==> config.mk <==
export PLATFORM = sky130hd
export DESIGN_NAME = ecc_hamming_codec
export DESIGN_NICKNAME = d
export VERILOG_FILES = /design/src/rtl/ecc_hamming_codec.sv
export SDC_FILE = /design/constraint.sdc
export NUM_CORES = 1
export LEC_CHECK = 0
export BUFFER_PORTS_ARGS = -buffer_cell sky130_fd_sc_hd__buf_2
export CAP_MARGIN = 30
export CORE_MARGIN = 2
export CORE_UTILIZATION = 50
export CTS_CLUSTER_SIZE = 14
export DETAILED_ROUTE_END_ITERATION = 10
export PLACE_DENSITY = 0.84
export SLEW_MARGIN = 15
export SYNTH_ARGS = -nofsm -noshare
export SYNTH_HDL_FRONTEND = slang
export SYNTH_SLANG_ARGS = --single-unit
==> constraint.sdc <==
create_clock -name i_clk -period 6.7 [get_ports i_clk]
set_input_delay 1.005 -clock i_clk [delete_from_list [all_inputs] [get_ports i_clk]]
set_output_delay 1.005 -clock i_clk [all_outputs]
set_load 0.01 [all_outputs]
==> src/rtl/ecc_hamming_codec.sv <==
// ecc_hamming_codec: single-error-correcting Hamming codec for SRAM words.
// The encoder registers the data with its check bits. The decoder recomputes
// the check bits and builds a syndrome from them. It corrects one flipped
// data bit and flags any non-zero syndrome. The two paths share no state, and
// each is a one-cycle pipeline.
module ecc_hamming_codec #(
  parameter int DATA_W = 26,
  parameter int CODE_W = 5
) (
  input  logic              i_clk,
  input  logic              i_rst,
  input  logic [DATA_W-1:0] i_enc_data,
  input  logic              i_enc_vld,
  output logic [DATA_W-1:0] o_enc_data,
  output logic [CODE_W-1:0] o_enc_code,
  output logic              o_enc_vld,
  input  logic [DATA_W-1:0] i_dec_data,
  input  logic [CODE_W-1:0] i_dec_code,
  input  logic              i_dec_vld,
  output logic [DATA_W-1:0] o_dec_data,
  output logic              o_dec_err,
  output logic              o_dec_vld
);

  // Codeword positions run 1..N_POS. Power-of-two positions hold check bits.
  // All other positions hold data bits in ascending order.
  localparam int N_POS = DATA_W + CODE_W;

  // Even-parity check bits. Check bit k covers every data bit whose codeword
  // position has bit k set.
  function automatic logic [CODE_W-1:0] calc_code(input logic [DATA_W-1:0] data);
    logic [CODE_W-1:0] code;
    int               j;
    code = '0;
    j    = 0;
    for (int p = 1; p <= N_POS; p++) begin
      if ((p & (p - 1)) != 0) begin
        if (j < DATA_W) begin
          for (int k = 0; k < CODE_W; k++) begin
            if (((p >> k) & 1) == 1) begin
              code[k] = code[k] ^ data[j];
            end
          end
        end
        j++;
      end
    end
    return code;
  endfunction

  // Invert the data bit whose position equals the syndrome. A syndrome that
  // names a check-bit position or lies past the end of the codeword leaves
  // the data untouched.
  function automatic logic [DATA_W-1:0] correct(input logic [DATA_W-1:0] data,
                                                input logic [CODE_W-1:0] syn);
    logic [DATA_W-1:0] fixed;
    int                j;
    fixed = data;
    j     = 0;
    for (int p = 1; p <= N_POS; p++) begin
      if ((p & (p - 1)) != 0) begin
        if ((j < DATA_W) && (int'(syn) == p)) begin
          fixed[j] = ~fixed[j];
        end
        j++;
      end
    end
    return fixed;
  endfunction

  logic [DATA_W-1:0] enc_data_d, enc_data_q;
  logic [CODE_W-1:0] enc_code_d, enc_code_q;
  logic              enc_vld_d, enc_vld_q;
  logic [DATA_W-1:0] dec_data_d, dec_data_q;
  logic              dec_err_d, dec_err_q;
  logic              dec_vld_d, dec_vld_q;
  logic [CODE_W-1:0] syndrome;

  // Encoder next state: load data and check bits on a request, otherwise hold.
  always_comb begin
    enc_data_d = enc_data_q;
    enc_code_d = enc_code_q;
    enc_vld_d  = i_enc_vld;
    if (i_enc_vld) begin
      enc_data_d = i_enc_data;
      enc_code_d = calc_code(i_enc_data);
    end
  end

  // Decoder next state: correct on a request. The error flag is cleared in
  // every cycle with no request.
  always_comb begin
    syndrome   = calc_code(i_dec_data) ^ i_dec_code;
    dec_data_d = dec_data_q;
    dec_err_d  = 1'b0;
    dec_vld_d  = i_dec_vld;
    if (i_dec_vld) begin
      dec_data_d = correct(i_dec_data, syndrome);
      dec_err_d  = (syndrome != '0);
    end
  end

  // Output registers for both paths, with a synchronous clear.
  always_ff @(posedge i_clk) begin
    if (i_rst) begin
      enc_data_q <= '0;
      enc_code_q <= '0;
      enc_vld_q  <= 1'b0;
      dec_data_q <= '0;
      dec_err_q  <= 1'b0;
      dec_vld_q  <= 1'b0;
    end else begin
      enc_data_q <= enc_data_d;
      enc_code_q <= enc_code_d;
      enc_vld_q  <= enc_vld_d;
      dec_data_q <= dec_data_d;
      dec_err_q  <= dec_err_d;
      dec_vld_q  <= dec_vld_d;
    end
  end

  assign o_enc_data = enc_data_q;
  assign o_enc_code = enc_code_q;
  assign o_enc_vld  = enc_vld_q;
  assign o_dec_data = dec_data_q;
  assign o_dec_err  = dec_err_q;
  assign o_dec_vld  = dec_vld_q;

endmodule

==> out/summary.json <==
{
  "outcome": {"value": "finished, final reports clean"},
  "clock_sinks": {"value": 60},
  "yosysTopAreaCell": {"value": "dfxtp_1"},
  "cts_tree": {"value": "built"},
  "grt_antenna_before_repair": {"value": 0},
  "clock_transition_at_the_registers_of_the_reported_paths": {"value": 0.06, "unit": "ns"},
  "timing.critical_path.slowest_cell_delay": {"value": 0.61, "unit": "ns"},
  "power.switching": {"value": 0.664, "unit": "mW"},
  "worstPathMaxFanout": {"value": 8},
  "vias_per_std_cell": {"value": 5.61},
  "io_buffer_count": {"value": 120},
  "wirelength": {"value": 9890, "unit": "um"},
  "antennaDiodeCount": {"value": 0},
  "setup_slack": {"value": 3.36, "unit": "ns"},
  "seq_area_frac_synth": {"value": 0.316},
  "timing.final.crit_share": {"value": 0.498},
  "synth.cell_area": {"value": 3800, "unit": "um2"},
  "die_h": {"value": 91.2, "unit": "um"},
  "floorplan.rows": {"value": 31},
  "post_route_cells_drive_above_1_share": {"value": 0.305},
  "multi_input_area": {"value": 2500, "unit": "um2"},
  "final_hold_viol_count": {"value": 0},
  "grt_pass1_vias": {"value": 3222},
  "drt_drc_violations_left": {"value": 0},
  "dpl_worst_slack": {"value": 3.05, "unit": "ns"},
  "synth_simple_gate_area_frac": {"value": 0.179},
  "fin_crit": {"value": 3.34, "unit": "ns"},
  "synth_top_area_share": {"value": 0.316},
  "setup-violations-final": {"value": 0},
  "avgRoutedWirePerCell": {"value": 16.5, "unit": "um"},
  "highest-signal-layer": {"value": "met4"},
  "share_clk_of_total_power": {"value": 0.254},
  "cp.arrival": {"value": 3.58, "unit": "ns"},
  "synth_cells": {"value": 389},
  "num-fill-cells": {"value": 611},
  "wire_length_on_met2": {"value": 4700, "unit": "um"},
  "grt_pass1_wl": {"value": 16000, "unit": "um"},
  "grt_setup_unrepaired": {"value": "no"},
  "drtAntennaViolNets": {"value": 0},
  "drt_pass1_iterations": {"value": 5},
  "via_count": {"value": 3373},
  "hpwlAfterDp": {"value": 7310, "unit": "um"},
  "worstReg2RegEnd": {"value": "o_dec_data[18]"},
  "endpoint_kind": {"value": "register"},
  "hold_path.startpoint": {"value": "o_dec_data[21]"},
  "switching_share_of_power": {"value": 0.405},
  "max_frequency": {"value": 0.300, "unit": "GHz"},
  "synth_adder_area_share": {"value": 0},
  "fp.coreArea": {"value": 7290, "unit": "um2"},
  "cp-start-kind": {"value": "primary input"},
  "pwr_density_cell": {"value": 345, "unit": "nW/um2"},
  "ctsHtreeMaxLevel": {"value": 3},
  "global_route.overflow_total": {"value": 0},
  "grt_max_degree": {"value": 74},
  "clk-insertion-delay-late": {"value": 0.33, "unit": "ns"},
  "layout.area.seq": {"value": 1200, "unit": "um2"},
  "cp_num_buf_inv": {"value": 1},
  "place.gp.congestion": {"value": 0.873},
  "met1Wirelength": {"value": 4210, "unit": "um"},
  "initial_standard_cell_utilization_of_the_core": {"value": 0.522},
  "worst_r2r_path_depth": {"value": 3},
  "max-slew-margin-rel": {"value": 0.405},
  "synth_cell_type_count": {"value": 30},
  "worst_clock_skew": {"value": 0, "unit": "ns"},
  "cts_post_setup_buffers_inserted": {"value": 0},
  "critPathTopFamily": {"value": "XOR/XNOR gates"},
  "comb_power_share": {"value": 0.488},
  "cell_internal_pwr": {"value": 0.974, "unit": "mW"},
  "ff_latch_count_synth": {"value": 60},
  "avgSynthCellArea": {"value": 9.78, "unit": "um2"},
  "layout.nets": {"value": 558},
  "max-clock-path-buffers": {"value": 2},
  "slew_viol_final": {"value": 0},
  "areaGrowthSynthToFinish": {"value": 24.7, "unit": "%"},
  "hold_buffers": {"value": 0},
  "setup_tns": {"value": 0, "unit": "ns"},
  "cp_max_stage_cell": {"value": "xor3_4"},
  "synth_xor_area_frac": {"value": 0.289},
  "synth_fp_nets": {"value": 450},
  "synthMuxAreaShare": {"value": 0.0816},
  "synth_top_family_by_area": {"value": "XOR/XNOR gates"},
  "total_clock_buffers_created_by_cts": {"value": 9},
  "crit-reg2reg-launch": {"value": "o_dec_data[18]"},
  "crit_path_cell_trace": {"value": "buf_2 > xnor3_1 > xor2_1 > xor3_4 > nor2_1 > or4b_1 > a311oi_1"},
  "die-width": {"value": 91.2, "unit": "um"},
  "fp.dieArea": {"value": 8320, "unit": "um2"},
  "root_driver": {"value": "clkbuf_8"},
  "cts_repair_resize_count": {"value": 0},
  "reg2reg_slack": {"value": 5.88, "unit": "ns"},
  "globalRouteTotalUtil": {"value": 0.238},
  "hold-path-cell-count": {"value": 2},
  "synth_compound_area_frac": {"value": 0.107},
  "tightestPinTransition": {"value": 0.893, "unit": "ns"},
  "met3RoutedLength": {"value": 769, "unit": "um"},
  "worstHoldEndpoint": {"value": "o_dec_data[21]"},
  "pin_count": {"value": 121},
  "max_cap_violations": {"value": 0},
  "number_of_warnings_issued_by_yosys": {"value": 0},
  "crit_required": {"value": 6.94, "unit": "ns"},
  "worstSetupPathType": {"value": "in -> reg"},
  "seq_power_share": {"value": 0.258},
  "drt_first_iter_violations": {"value": 224},
  "synth_area_leaders": {"value": "dfxtp_1 (32%), xnor2_1 (12%), xnor3_1 (9.5%)"},
  "hold_path_class": {"value": "reg -> reg"},
  "power_leakage": {"value": 2.17, "unit": "nW"},
  "vdd_ir_drop_max": {"value": 0.275, "unit": "mV"}
}
## cell type report
class                           count  share of cell area
Clock inverter                      5              0.0224
Clock buffer                       11              0.0319
Tap cell                           99              0.0261
Timing Repair Buffer              125               0.139
Sequential cell                    60               0.253
Multi-Input combinational cell    301               0.528
## worst max path at each step
stage,startpoint,to,slack [ns],depth (start not counted)
4_1_cts,i_dec_data[4],o_dec_data[0],3.40,7
3_3_place_gp,i_dec_data[1],o_dec_data[23],3.10,7
5_1_grt,i_dec_data[1],o_dec_data[23],3.22,8
2_1_floorplan,i_dec_data[4],o_dec_data[0],3.52,6
6_report,i_dec_data[4],o_dec_data[0],3.36,7
3_5_place_dp,i_dec_data[4],o_dec_data[0],3.05,7
## power by group through the flow
stage / Sequential, mW / Clock (mW) / Combinational, mW
floorplan: 0.452 / 0 / 0.538
global placement: 0.429 / 0 / 0.746
detailed placement: 0.430 / 0 / 0.782
CTS: 0.423 / 0.423 / 0.784
global route: 0.428 / 0.442 / 0.861
finish: 0.423 / 0.416 / 0.799
## cells in the final DEF (no fill, tap or decap), types with 2 or more instances in the layout
master,n
buf_2,120
dfxtp_1,60
nor2_1,58
xnor2_1,52
mux2i_1,31
o31ai_1,25
a311oi_1,19
or4_1,18
xnor3_1,16
xor2_1,11
clkbuf_8,11
nand2_1,9
nand3_1,8
nand2b_1,7
nor4_1,7
nand4_1,7
nor3b_1,7
a21oi_1,7
xnor3_2,3
nand3_2,3
bufinv_16,3
buf_4,3
xor3_4,2
nand2_2,2
nor2b_1,2
## sequential cells by signal, indices dropped and copies added, names as in the netlist
name,count
o_dec_err,1
o_enc_data,26
o_enc_code,5
o_dec_vld,1
o_dec_data,26
o_enc_vld,1
## cell usage after synthesis (all sizes together)
cell	count
nor3	1
nand2b	7
or4	18
nand4	7
nand3	11
or4b	1
nor2b	2
a21boi	1
o41ai	1
xor3	3
xor2	11
o31ai	25
nor2	58
dfxtp	60
nor4	7
nor3b	7
xnor2	54
clkbuf	19
buf	9
xnor3	19
nand2	11
mux2i	31
a311oi	19
a21oi	7
## metal layers
| metal | GRT usage | vias up |
|---|---|---|
| met5 | 0 | - |
| met1 | 0.304 | 1554 |
| met2 | 0.391 | 157 |
| met3 | 0.0573 | 24 |
| li1 | - | 1638 |
| met4 | 0.0871 | 0 |
## per-stage QoR
stage	hold slack (ns)	instances	utilization	instance area [um2]	power, mW
2_1_floorplan	0.503	389	-	3800	0.990
4_1_cts	0.487	600	0.648	4720	1.63
6_report	0.479	601	0.650	4740	1.64
5_1_grt	0.508	601	0.650	4740	1.73
3_3_place_gp	0.467	583	0.610	4450	1.17
3_5_place_dp	0.476	584	0.612	4470	1.21
## logic make-up after synthesis
kind of cell	count (synthesis)
flops	60
xor+xnor	87
compound gates	53
buf+inv	28
simple gates	130
mux	31
## tightest hold or removal path, cell delays in order, from the launching register on
cell and delay, ns:
dfxtp_1 0.31, nor2_1 0.08, a311oi_1 0.05
Note: power is estimated with default switching activity, not from simulation.
